File: src/rtl/count_match_monitor_pkg.sv
// Shared types and helpers for the count match monitor.
// The classification functions are sized to the default count width.
package count_match_monitor_pkg;

  localparam int unsigned DEF_COUNT_W = 4;
  localparam int unsigned DEF_WRAP_W  = 8;

  typedef enum logic [1:0] {
    IDLE  = 2'b00,
    ARMED = 2'b01,
    HOLD  = 2'b10
  } state_e;

  function automatic logic is_wrap(input logic [DEF_COUNT_W-1:0] prev,
                                   input logic [DEF_COUNT_W-1:0] cur);
    return (prev == '1) && (cur == '0);
  endfunction

  // A drop to zero from anywhere except 0 or all-ones means the upstream counter was cleared.
  function automatic logic is_upstream_clear(input logic [DEF_COUNT_W-1:0] prev,
                                             input logic [DEF_COUNT_W-1:0] cur);
    return (cur == '0) && (prev != '0) && (prev != '1);
  endfunction

endpackage

File: src/rtl/count_match_monitor_if.sv
// Count sample, arm/compare request and event handshake bundle.
interface count_match_monitor_if
  import count_match_monitor_pkg::*;
#(
  parameter int unsigned COUNT_W = DEF_COUNT_W,
  parameter int unsigned WRAP_W  = DEF_WRAP_W
);
  logic [COUNT_W-1:0] count_in;
  logic               arm;
  logic [COUNT_W-1:0] compare_val;
  logic               ev_ready;
  logic               ev_valid;
  logic [WRAP_W-1:0]  ev_wraps;
  logic               match_pulse;
  logic [WRAP_W-1:0]  wrap_count;
  logic               overrun;
  logic               busy;

  modport master (
    output count_in, arm, compare_val, ev_ready,
    input  ev_valid, ev_wraps, match_pulse, wrap_count, overrun, busy
  );

  modport slave (
    input  count_in, arm, compare_val, ev_ready,
    output ev_valid, ev_wraps, match_pulse, wrap_count, overrun, busy
  );
endinterface

File: src/rtl/count_match_monitor_count_edge_classifier.sv
// Remembers the previous count sample and classifies the current transition.
module count_edge_classifier
  import count_match_monitor_pkg::*;
#(
  parameter int unsigned COUNT_W = DEF_COUNT_W
) (
  input  logic               clock_i,
  input  logic               clear_n_i,
  input  logic [COUNT_W-1:0] count_i,
  output logic               wrap_o,
  output logic               upstream_clear_o,
  output logic               changed_o
);
  logic [COUNT_W-1:0] prev_q;
  logic [COUNT_W-1:0] prev_d;

  always_comb begin
    prev_d = count_i;
  end

  always_ff @(posedge clock_i or negedge clear_n_i) begin
    if (!clear_n_i) prev_q <= '0;
    else            prev_q <= prev_d;
  end

  always_comb begin
    wrap_o           = is_wrap(prev_q, count_i);
    upstream_clear_o = is_upstream_clear(prev_q, count_i);
    changed_o        = (count_i != prev_q);
  end
endmodule

File: src/rtl/count_match_monitor.sv
// Compare-match session FSM, wrap counter and single-entry event register
// fed by the upstream 4-bit counter.
module count_match_monitor
  import count_match_monitor_pkg::*;
#(
  parameter int unsigned COUNT_W = DEF_COUNT_W,
  parameter int unsigned WRAP_W  = DEF_WRAP_W
) (
  input logic                  clock,
  input logic                  clear_n,
  count_match_monitor_if.slave bus
);
  state_e             state_q, state_d;
  logic [COUNT_W-1:0] cmp_q, cmp_d;
  logic [WRAP_W-1:0]  wrap_q, wrap_d;
  logic [WRAP_W-1:0]  ev_wraps_q, ev_wraps_d;
  logic               ev_valid_q, ev_valid_d;
  logic               match_q, match_d;
  logic               overrun_q, overrun_d;
  logic               busy_q, busy_d;

  logic wrap_ev, clear_ev, changed, hit;

  count_edge_classifier #(.COUNT_W(COUNT_W)) u_class (
    .clock_i          (clock),
    .clear_n_i        (clear_n),
    .count_i          (bus.count_in),
    .wrap_o           (wrap_ev),
    .upstream_clear_o (clear_ev),
    .changed_o        (changed)
  );

  assign hit = (bus.count_in == cmp_q) && changed;

  always_comb begin
    wrap_d = wrap_q;
    if (clear_ev)     wrap_d = '0;
    else if (wrap_ev) wrap_d = wrap_q + 1'b1;
  end

  // ev_wraps samples wrap_d so a wrap on the matching cycle is counted.
  always_comb begin
    state_d    = state_q;
    cmp_d      = cmp_q;
    ev_wraps_d = ev_wraps_q;
    ev_valid_d = ev_valid_q;
    match_d    = 1'b0;
    overrun_d  = overrun_q;
    case (state_q)
      IDLE: begin
        if (bus.arm) begin
          cmp_d   = bus.compare_val;
          state_d = ARMED;
        end
      end
      ARMED: begin
        if (hit) begin
          match_d    = 1'b1;
          ev_wraps_d = wrap_d;
          ev_valid_d = 1'b1;
          state_d    = HOLD;
        end
      end
      HOLD: begin
        if (hit) begin
          match_d   = 1'b1;
          overrun_d = 1'b1;
        end
        if (ev_valid_q && bus.ev_ready) begin
          ev_valid_d = 1'b0;
          state_d    = IDLE;
        end
      end
      default: state_d = IDLE;
    endcase
    busy_d = (state_d != IDLE);
  end

  always_ff @(posedge clock or negedge clear_n) begin
    if (!clear_n) begin
      state_q    <= IDLE;
      cmp_q      <= '0;
      wrap_q     <= '0;
      ev_wraps_q <= '0;
      ev_valid_q <= 1'b0;
      match_q    <= 1'b0;
      overrun_q  <= 1'b0;
      busy_q     <= 1'b0;
    end else begin
      state_q    <= state_d;
      cmp_q      <= cmp_d;
      wrap_q     <= wrap_d;
      ev_wraps_q <= ev_wraps_d;
      ev_valid_q <= ev_valid_d;
      match_q    <= match_d;
      overrun_q  <= overrun_d;
      busy_q     <= busy_d;
    end
  end

  assign bus.ev_valid    = ev_valid_q;
  assign bus.ev_wraps    = ev_wraps_q;
  assign bus.match_pulse = match_q;
  assign bus.wrap_count  = wrap_q;
  assign bus.overrun     = overrun_q;
  assign bus.busy        = busy_q;
endmodule

File: src/flat_wrapper.sv
// flat-port wrapper written by rule: the top's interface ports become plain ports
module count_match_monitor_flat import count_match_monitor_pkg::*;
#(
  parameter int unsigned COUNT_W = DEF_COUNT_W,
  parameter int unsigned WRAP_W  = DEF_WRAP_W
)
  (clock, clear_n, bus_count_in, bus_arm, bus_compare_val, bus_ev_ready, bus_ev_valid, bus_ev_wraps, bus_match_pulse, bus_wrap_count, bus_overrun, bus_busy);
  count_match_monitor_if #(.COUNT_W(COUNT_W), .WRAP_W(WRAP_W)) bus_i ();
  input logic clock;
  input logic clear_n;
  input wire logic [$bits(bus_i.count_in)-1:0] bus_count_in;
  input wire logic [$bits(bus_i.arm)-1:0] bus_arm;
  input wire logic [$bits(bus_i.compare_val)-1:0] bus_compare_val;
  input wire logic [$bits(bus_i.ev_ready)-1:0] bus_ev_ready;
  output wire logic [$bits(bus_i.ev_valid)-1:0] bus_ev_valid;
  output wire logic [$bits(bus_i.ev_wraps)-1:0] bus_ev_wraps;
  output wire logic [$bits(bus_i.match_pulse)-1:0] bus_match_pulse;
  output wire logic [$bits(bus_i.wrap_count)-1:0] bus_wrap_count;
  output wire logic [$bits(bus_i.overrun)-1:0] bus_overrun;
  output wire logic [$bits(bus_i.busy)-1:0] bus_busy;
  assign bus_i.count_in = bus_count_in;
  assign bus_i.arm = bus_arm;
  assign bus_i.compare_val = bus_compare_val;
  assign bus_i.ev_ready = bus_ev_ready;
  assign bus_ev_valid = bus_i.ev_valid;
  assign bus_ev_wraps = bus_i.ev_wraps;
  assign bus_match_pulse = bus_i.match_pulse;
  assign bus_wrap_count = bus_i.wrap_count;
  assign bus_overrun = bus_i.overrun;
  assign bus_busy = bus_i.busy;
  count_match_monitor #(.COUNT_W(COUNT_W), .WRAP_W(WRAP_W)) u_core (.clock(clock), .clear_n(clear_n), .bus(bus_i));
endmodule
File: config.mk
export PLATFORM = sky130hd
export DESIGN_NAME = count_match_monitor_flat
export DESIGN_NICKNAME = d
export VERILOG_FILES = /design/src/rtl/count_match_monitor_pkg.sv /design/src/rtl/count_match_monitor_if.sv /design/src/rtl/count_match_monitor_count_edge_classifier.sv /design/src/rtl/count_match_monitor.sv /design/src/flat_wrapper.sv
export SDC_FILE = /design/constraint.sdc
export NUM_CORES = 1
export LEC_CHECK = 0
export CORE_UTILIZATION = 51
export CTS_BUF_LIST = sky130_fd_sc_hd__clkbuf_4 sky130_fd_sc_hd__clkbuf_8 sky130_fd_sc_hd__clkbuf_16
export CTS_CLUSTER_SIZE = 30
export DETAILED_ROUTE_END_ITERATION = 8
export PLACE_DENSITY = 0.8
export SYNTH_ARGS = -nofsm -noshare
export SYNTH_HDL_FRONTEND = slang
export SYNTH_SLANG_ARGS = --single-unit
File: constraint.sdc
create_clock -name clock -period 4.7 [get_ports clock]
set_clock_uncertainty 0.2 [all_clocks]
set_input_delay 0.47 -clock clock [delete_from_list [all_inputs] [get_ports clock]]
set_output_delay 0.47 -clock clock [all_outputs]
set_load 0.02 [all_outputs]
==> results of run 1 <==
-- kinds of logic (layout without fill, tap and decap cells) --
family | count (synthesis) | in the layout | share of synthesized area, %
AO/OA/AOI/OAI | 27 | 27 | 13.5
XOR/XNOR | 8 | 8 | 4.77
multiplexers | 12 | 12 | 9.21
AND/OR/NAND/NOR | 37 | 37 | 15.3
buffers and inverters | 7 | 43 | 1.88
adder cells (fa/ha/maj) | 5 | 5 | 4.26
flip-flops | 30 | 30 | 51.2
-- layout make-up --
type	instances	area (um^2)	share of cell area (%)
clock buffers	7	52.6	2.82
inverters	4	15.0	0.805
multi-input cells	89	689	37.0
flip-flops and latches	30	751	40.3
well taps	31	38.8	2.08
repair buffers	32	318	17.0
-- metrics by stage --
| stage | hold WS, ns | utilization [%] | std cells | cell area, um^2 | setup slack, ns |
|---|---|---|---|---|---|
| 2_1_floorplan | -0.0256 | - | 126 | 1470 | 2.48 |
| 3_3_place_gp | 0.245 | 66.3 | 186 | 1810 | 1.90 |
| 3_5_place_dp | 0.247 | 66.3 | 186 | 1810 | 1.84 |
| 4_1_cts | 0.270 | 68.2 | 193 | 1860 | 2.18 |
| 5_1_grt | 0.294 | 68.2 | 193 | 1860 | 2.12 |
| 6_report | 0.273 | 68.2 | 193 | 1860 | 2.17 |
-- power by group through the flow --
stage / logic (mW) / clock network [mW] / registers (mW)
finish: 0.346 / 0.149 / 0.370
global route: 0.377 / 0.165 / 0.378
global placement: 0.331 / 0 / 0.373
CTS: 0.347 / 0.154 / 0.371
floorplan: 0.167 / 0 / 0.415
detailed placement: 0.346 / 0 / 0.376
-- worst paths after layout --
path | end | start | cells past startpoint | slack, ns
min in group asynchronous | u_core.bus.match_pulse | clear_n | 2 | 0.32
min | u_core.bus.overrun | u_core.bus.overrun | 1 | 0.27
max | u_core.bus.ev_wraps[7] | bus_count_in[3] | 5 | 2.17
max reg2reg | u_core.bus.busy | u_core.state_q[0] | 6 | 2.76
min reg2reg | u_core.bus.overrun | u_core.bus.overrun | 1 | 0.27
max in group asynchronous | u_core.bus.wrap_count[0] | clear_n | 2 | 3.70
-- registers in the layout, summed over array words and instances (netlist names) --
register	count
u_core.u_class.prev_q	4
u_core.state_q	2
u_core.bus.overrun	1
u_core.bus.ev_valid	1
u_core.bus.ev_wraps	8
u_core.bus.match_pulse	1
u_core.cmp_q	4
u_core.bus.busy	1
u_core.bus.wrap_count	8
-- critical path, delay by kind of cell --
kind | cells | cell delay [ns]
AOI/OAI and AO/OA | 1 | 0.17
buffers and inverters | 1 | 0.50
muxes | 1 | 0.17
and+or+nand+nor | 2 | 1.28
-- routing by layer --
layer	GRT usage (%)	up-vias	wire length [um]
li1	-	546	-
met1	26.1	575	1310
met2	34.4	26	1520
met3	8.14	4	140
met4	6.07	0	23
met5	0	-	0
-- layout by cell type (no fill, tap or decap) --
cell type and count:
sky130_fd_sc_hd__nor2b_1 2, sky130_fd_sc_hd__xnor2_1 8, sky130_fd_sc_hd__a21oi_1 2, sky130_fd_sc_hd__dfrtp_1 30, sky130_fd_sc_hd__clkdlybuf4s50_1 31, sky130_fd_sc_hd__o211ai_2 2
sky130_fd_sc_hd__or4_4 1, sky130_fd_sc_hd__buf_4 1, sky130_fd_sc_hd__o21ai_0 9, sky130_fd_sc_hd__clkbuf_4 7, sky130_fd_sc_hd__or4_1 3, sky130_fd_sc_hd__nor3_1 1
sky130_fd_sc_hd__and3_1 1, sky130_fd_sc_hd__a211o_1 1, sky130_fd_sc_hd__inv_1 4, sky130_fd_sc_hd__and2_1 1, sky130_fd_sc_hd__a21o_1 1, sky130_fd_sc_hd__o2bb2ai_1 1
sky130_fd_sc_hd__a41o_1 1, sky130_fd_sc_hd__nor4_1 3, sky130_fd_sc_hd__o211ai_1 4, sky130_fd_sc_hd__nand3b_1 1, sky130_fd_sc_hd__nand2b_1 3, sky130_fd_sc_hd__ha_1 5
sky130_fd_sc_hd__nand4_1 5, sky130_fd_sc_hd__a32o_1 2, sky130_fd_sc_hd__mux2_2 12, sky130_fd_sc_hd__a22o_1 1, sky130_fd_sc_hd__o311ai_0 1, sky130_fd_sc_hd__nand3_1 7
sky130_fd_sc_hd__a21boi_0 2, sky130_fd_sc_hd__nor2_1 2, sky130_fd_sc_hd__nand2_1 4, sky130_fd_sc_hd__and4_1 3
==> results.txt, run 1 <==
The post-synthesis instance total came out at 126. TritonCTS built the clock tree. The clock transition at the registers of the reported paths came out at 0.09 ns.

The share of synthesized registers carrying an async set or reset came out at 100%. The die covers 3100 um^2. The via count of the first global-routing pass came out at 1123. The required time of the worst setup path came out at 4.76 ns. The repair_antennas step left the layout with diodes totalling 0.

For this run, design rule violations remaining after detail routing come to 0. The worst setup path is of the input port to register kind. The count of hold buffers inserted by post-cts repair is 0.

Post-CTS timing repair inserted 0 buffers for setup. After synthesis, the cell types taking the most area are sky130_fd_sc_hd__dfrtp_1, sky130_fd_sc_hd__mux2_2, sky130_fd_sc_hd__xnor2_1. In the synthesized netlist the dominant register cell turns out to be sky130_fd_sc_hd__dfrtp_1.

The half-perimeter wire length after detailed placement is 2270 um. The core region is 2730 um^2. The area of the mapped netlist came out at 1470 um^2. The library cell contributing the largest single delay on the critical path is sky130_fd_sc_hd__or4_1.

The via count came out at 1151. The count of cells resized by post-cts repair is 0. The leakage dissipation is 0.772 nW. The max-cap violation count is 0. The number of filler instances in the final layout is 215. The total length of routed wires came out at 3000 um. The relative slew slack is 53.5%. The first global-routing pass estimated 5010 um of wire. In this run, synthesis produced a sequential element count of 30. Once detail routing completed, the nets flagged for antenna violations numbered 0. The total setup violations reported at the end of the flow is 0. The maximum buffer depth of the clock tree came out at 2. The number of nets in the synthesized netlist is 143. The maximum operating frequency is 395 MHz.

The final-stage net count came out at 179. The peak supply drop is 367 uV. The ratio of final minimum period to clock period came out at 53.8%. The count of different cell masters after synthesis came out at 33. The part of the total power dissipated in the clock network came out at 17.2%. The total grt overflow is 0.

The number of DRC violations after detailed-routing iteration 0 is 42. The tree is rooted in a sky130_fd_sc_hd__clkbuf_4. The total number of placement rows came out at 19. The floorplan step set the die width to 55.6 um. The number of sinks on the clock net is 30. The number of antenna violations at the first check in global routing is 0. The internal power of the cells totals 565 uW.

The largest stage delay on the critical path came out at 0.70 ns. By count the netlist is led by sky130_fd_sc_hd__dfrtp_1, sky130_fd_sc_hd__mux2_2, sky130_fd_sc_hd__o21ai_0. At the end of routability-driven placement, the weighted congestion stood at 0.800. The first TritonRoute pass finished after 4 iterations. The fraction of layout instances using a drive strength above 1 is 14.2%.

The fraction of the yosys area taken by sequential cells came out at 51.2%. Net switching is 34.6% of the power. The final-report max-slew violation count was 0. The flow ran to the end, and the final reports show no timing, DRC or antenna violations. The worst-margin pin slew is 0.692 ns.

The worst path arrival time is 2.59 ns. The via-per-instance ratio is 5.96. In this run the vertical extent of the chip is 55.6 um. The critical-path maximum fanout came out at 9. The global-route total usage across every layer is 21.1%. The cell type contributing the most total cell area after synthesis is sky130_fd_sc_hd__dfrtp_1.

The average detailed-routed wire length per instance is 15.5 um. The count of flip-flops with a built-in enable after synthesis is 0. The part of the total power dissipated in sequential elements is 42.8%.

The pin count of the biggest net entering global routing came out at 31. The number of buffers added by the clock tree synthesis step came out at 5. For the final routed database, the setup TNS stands at 0 ns. The worst setup path is launched from an input port. The per-instance average area after synthesis came out at 11.6 um^2. Setup repair after global routing left no endpoint under its margin. Dividing total power by cell area gives a power density of 464 nW/um^2. The total of buffers placed on input and output ports is 31. The source-to-sink clock delay at the later pin of the worst-skew pair is 0.32 ns. The most common cell in the synthesized netlist is sky130_fd_sc_hd__dfrtp_1. The initial utilization of the core area, before any placement, comes to 53.7%. The total power draw is 865 uW.

Pin placement for this block handled 32 I/O pins. The final critical delay including setup and external delays is 2.53 ns. The logic gate share of total power came out at 40.0%. STA classifies the critical path endpoint as a register. The growth of design area from synthesis to finish came out at 27.0%. The critical path goes through clkdlybuf4s50_1 -> or4_1 -> or4_4 -> o211ai_2 -> mux2_2.

The CTS H-tree depth came out at 2. The tightest min-delay check is of the register to register type. The final hold violation count is 0. The switching component of the power came out at 300 uW. The area share of the leading cell type in the synthesized netlist came out at 51.2%.

The Yosys step of the flow raised 0 warnings.
No activity file was read; power rests on OpenSTA's default activity.
==> run 2: changes to the inputs <==
Settings changed: CORE_UTILIZATION 51 to 45, PLACE_DENSITY 0.8 to 0.75.
Clock period 4.7 ns to 2.3 ns, I/O delays scaled along.
==> run 2 against run 1 <==
Final area up 7.2%. Combinational power up 110%. Critical path type unchanged. Clock power rose to 3.7 times the previous value. Sequential share of layout area down 2.7 points. Highest routed layer unchanged. Critical path depth unchanged. Critical endpoint unchanged.
==> results.txt, run 2 (synthesized netlist as in run 1, its figures left out) <==
The leakage dissipation is 0.837 nW (was 0.772 nW). The critical path class is input port to register (unchanged). The source-to-sink clock delay at the later pin of the worst-skew pair is 0.32 ns (about the same). The startpoint of the worst-slack reg-to-reg timing path is u_core.bus.wrap_count[0] (was u_core.state_q[0]). The global-route wire length before repair is 5040 um (was 5010 um).

The half-perimeter wire length after detailed placement came to 2260 um (was 2270 um). The total power draw is 2.02 mW (was 865 uW). The number of setup buffers added after CTS is 0 (unchanged). Sequence of cells on the critical path: clkdlybuf4s50_1 -> or4_1 -> or4_4 -> o211ai_2 -> mux2_2 (unchanged). The number of top-level pins was 32 (unchanged).

The pin count of the biggest net entering global routing came out at 31 (unchanged). The overall die area is 3490 um^2 (was 3100 um^2). The fraction of layout instances using a drive strength above 1 is 18.7% (was 14.2%). The number of sinks on the clock net came out at 30 (unchanged). The total number of placement rows is 20 (was 19). The routability congestion estimate from global placement came out at 0.893 (was 0.800). The setup slack at placement is -0.189 ns (was 1.84 ns). The number of antenna violations at the first check in global routing came out at 0 (unchanged). The average detailed-routed wire length per instance came out at 13.7 um (was 15.5 um). The final hold violation count is 0 (unchanged). The maximum buffer depth of the clock tree was 2 (unchanged). The count of hold buffers inserted by post-cts repair came to 0 (unchanged). The x dimension of the die came to 59.1 um (was 55.6 um).

The peak supply drop came out at 514 uV (was 367 uV). The critical-path maximum fanout was 6 (was 9). Unrepaired setup endpoints after global routing: false (unchanged). The clock tree from TritonCTS is yes (unchanged). The number of buffers added by the clock tree synthesis step came out at 5 (unchanged).

The number of antenna-violating nets in the routed design came to 0 (unchanged). The library cell contributing the largest single delay on the critical path is sky130_fd_sc_hd__or4_1 (unchanged). The via count of the first global-routing pass came out at 1138 (was 1123). The power per unit of standard cell area is 1010 nW/um^2 (was 464 nW/um^2). Result of the run: complete, no violations (unchanged).

The growth of design area from synthesis to finish came to 36.2% (was 27.0%). The total of buffers placed on input and output ports is 31 (unchanged). The clock root buffer is sky130_fd_sc_hd__clkbuf_4 (unchanged). The via count is 1161 (was 1151). The via-per-instance ratio came out at 5.40 (was 5.96).

The number of DRC violations after detailed-routing iteration 0 came to 23 (was 42). The required time of the worst setup path came to 2.37 ns (was 4.76 ns). The clock transition at the registers of the reported paths is 0.09 ns (about the same). The final critical delay including setup and external delays came out at 2.15 ns.

The count of cells resized by post-cts repair came out at 0 (unchanged). The type of the worst min-delay path is input port to asynchronous set/reset pin (was register to register). The number of filler instances in the final layout came out at 251 (was 215). The worst-margin pin slew is 0.455 ns (was 0.692 ns). The most frequent standard cell in the layout excluding fill and tap cells was sky130_fd_sc_hd__clkdlybuf4s50_1 (unchanged). The y dimension of the die came out at 59.1 um (was 55.6 um). The first-pass iteration count of the detailed router came out at 4 (unchanged). The worst path arrival time came to 2.22 ns (was 2.59 ns). The starting density of the core was 47.7% (was 53.7%). The area of the core was 3080 um^2 (was 2730 um^2). The setup TNS came to 0 ns (unchanged). The final antenna diode count came out at 0 (unchanged). The startpoint kind of the worst setup timing path is an input port (unchanged). The source of the critical timing path is bus_count_in[3] (unchanged). The total grt overflow came out at 0 (unchanged).

The final-stage net count is 187 (was 179). The number of remaining DRC errors came to 0 (unchanged). The maximum operating frequency came out at 465 MHz. The relative slew slack came out at 69.3% (was 53.5%). The category of the worst setup path capture point is a register (unchanged). Leading cell types in the layout, fill and taps excluded: sky130_fd_sc_hd__clkdlybuf4s50_1, sky130_fd_sc_hd__dfrtp_1, sky130_fd_sc_hd__mux2_2 (unchanged). The max-cap violation count came out at 0 (unchanged). The final-report max-slew violation count came out at 0 (unchanged). The largest stage delay on the critical path is 0.64 ns (was 0.70 ns). The ratio of final minimum period to clock period came out at 93.6%. The cell type group with the largest total delay on the critical path is simple AND/OR/NAND/NOR gates (unchanged).

The global-route total usage across every layer is 19.7% (was 21.1%). The CTS H-tree depth is 2 (unchanged). The buffer and inverter count on the worst path is 1 (unchanged). The final worst setup slack came out at 0.148 ns (was 2.17 ns). The total setup violations reported at the end of the flow is 0 (unchanged).

The total length of routed wires is 2950 um (was 3000 um).
[run 2: changes by cell type in the layout (fill, tap and decap cells not counted)]
| cell | previous run | this run |
|---|---|---|
| sky130_fd_sc_hd__buf_4 | 1 | 9 |
| sky130_fd_sc_hd__bufinv_16 | 0 | 2 |
| sky130_fd_sc_hd__clkbuf_4 | 7 | 5 |
| sky130_fd_sc_hd__clkbuf_8 | 0 | 1 |
[run 2: path summary, 6_finish.rpt]
kind                                           to  slack [ns]  cells past startpoint
max                        u_core.bus.ev_wraps[7]        0.15                      5
min                           u_core.bus.ev_valid        0.08                      2
max reg2reg                u_core.bus.ev_wraps[6]        0.36                      5
min reg2reg                    u_core.bus.overrun        0.29                      1
max in group asynchronous  u_core.bus.ev_wraps[2]        1.55                      2
min in group clock             u_core.bus.overrun        0.29                      1
[run 2: worst register-to-register path: cells and delay by family, from the launching register on]
family / cells / cell delay [ns]
simple gates: 1 / 0.53
mux: 1 / 0.16
buf+inv: 1 / 0.07
fa+ha+maj: 1 / 0.28
flops: 1 / 0.48
compound gates: 1 / 0.17
[run 2: cell type report]
class / instances / area [um^2] / share of cell area (%)
sequential: 30 / 751 / 37.5
multi-input combinational: 89 / 689 / 34.5
timing repair buffer: 40 / 378 / 18.9
clock inverter: 2 / 60.1 / 3.00
tap: 44 / 55.1 / 2.75
clock buffer: 6 / 51.3 / 2.57
inverter: 4 / 15.0 / 0.751
[run 2: report_power, final]
group | internal [mW] | total, mW | switching, mW
logic | 0.365 | 0.711 | 0.346
registers | 0.661 | 0.759 | 0.0982
clock network | 0.368 | 0.546 | 0.178
total | 1.39 | 2.02 | 0.622
[run 2: per-layer routing]
layer / part of all wire (%) / GRT usage (%)
met1: 44 / 23.5
met2: 50 / 32.5
met3: 4.5 / 4.59
met4: 1.3 / 11.2
met5: 0 / 0
[run 2: per-stage QoR]
| stage | area, um^2 | cells | utilization (%) | hold slack (ns) |
|---|---|---|---|---|
| final | 2000 | 215 | 65.0 | 0.0844 |
| after global routing | 2000 | 215 | 65.0 | 0.0966 |
| after CTS | 2000 | 215 | 65.0 | 0.0810 |
| after detailed placement | 1890 | 207 | 61.3 | 0.271 |
| after global placement | 1890 | 207 | 61.3 | 0.245 |
| after floorplan | 1470 | 126 | - | -0.266 |
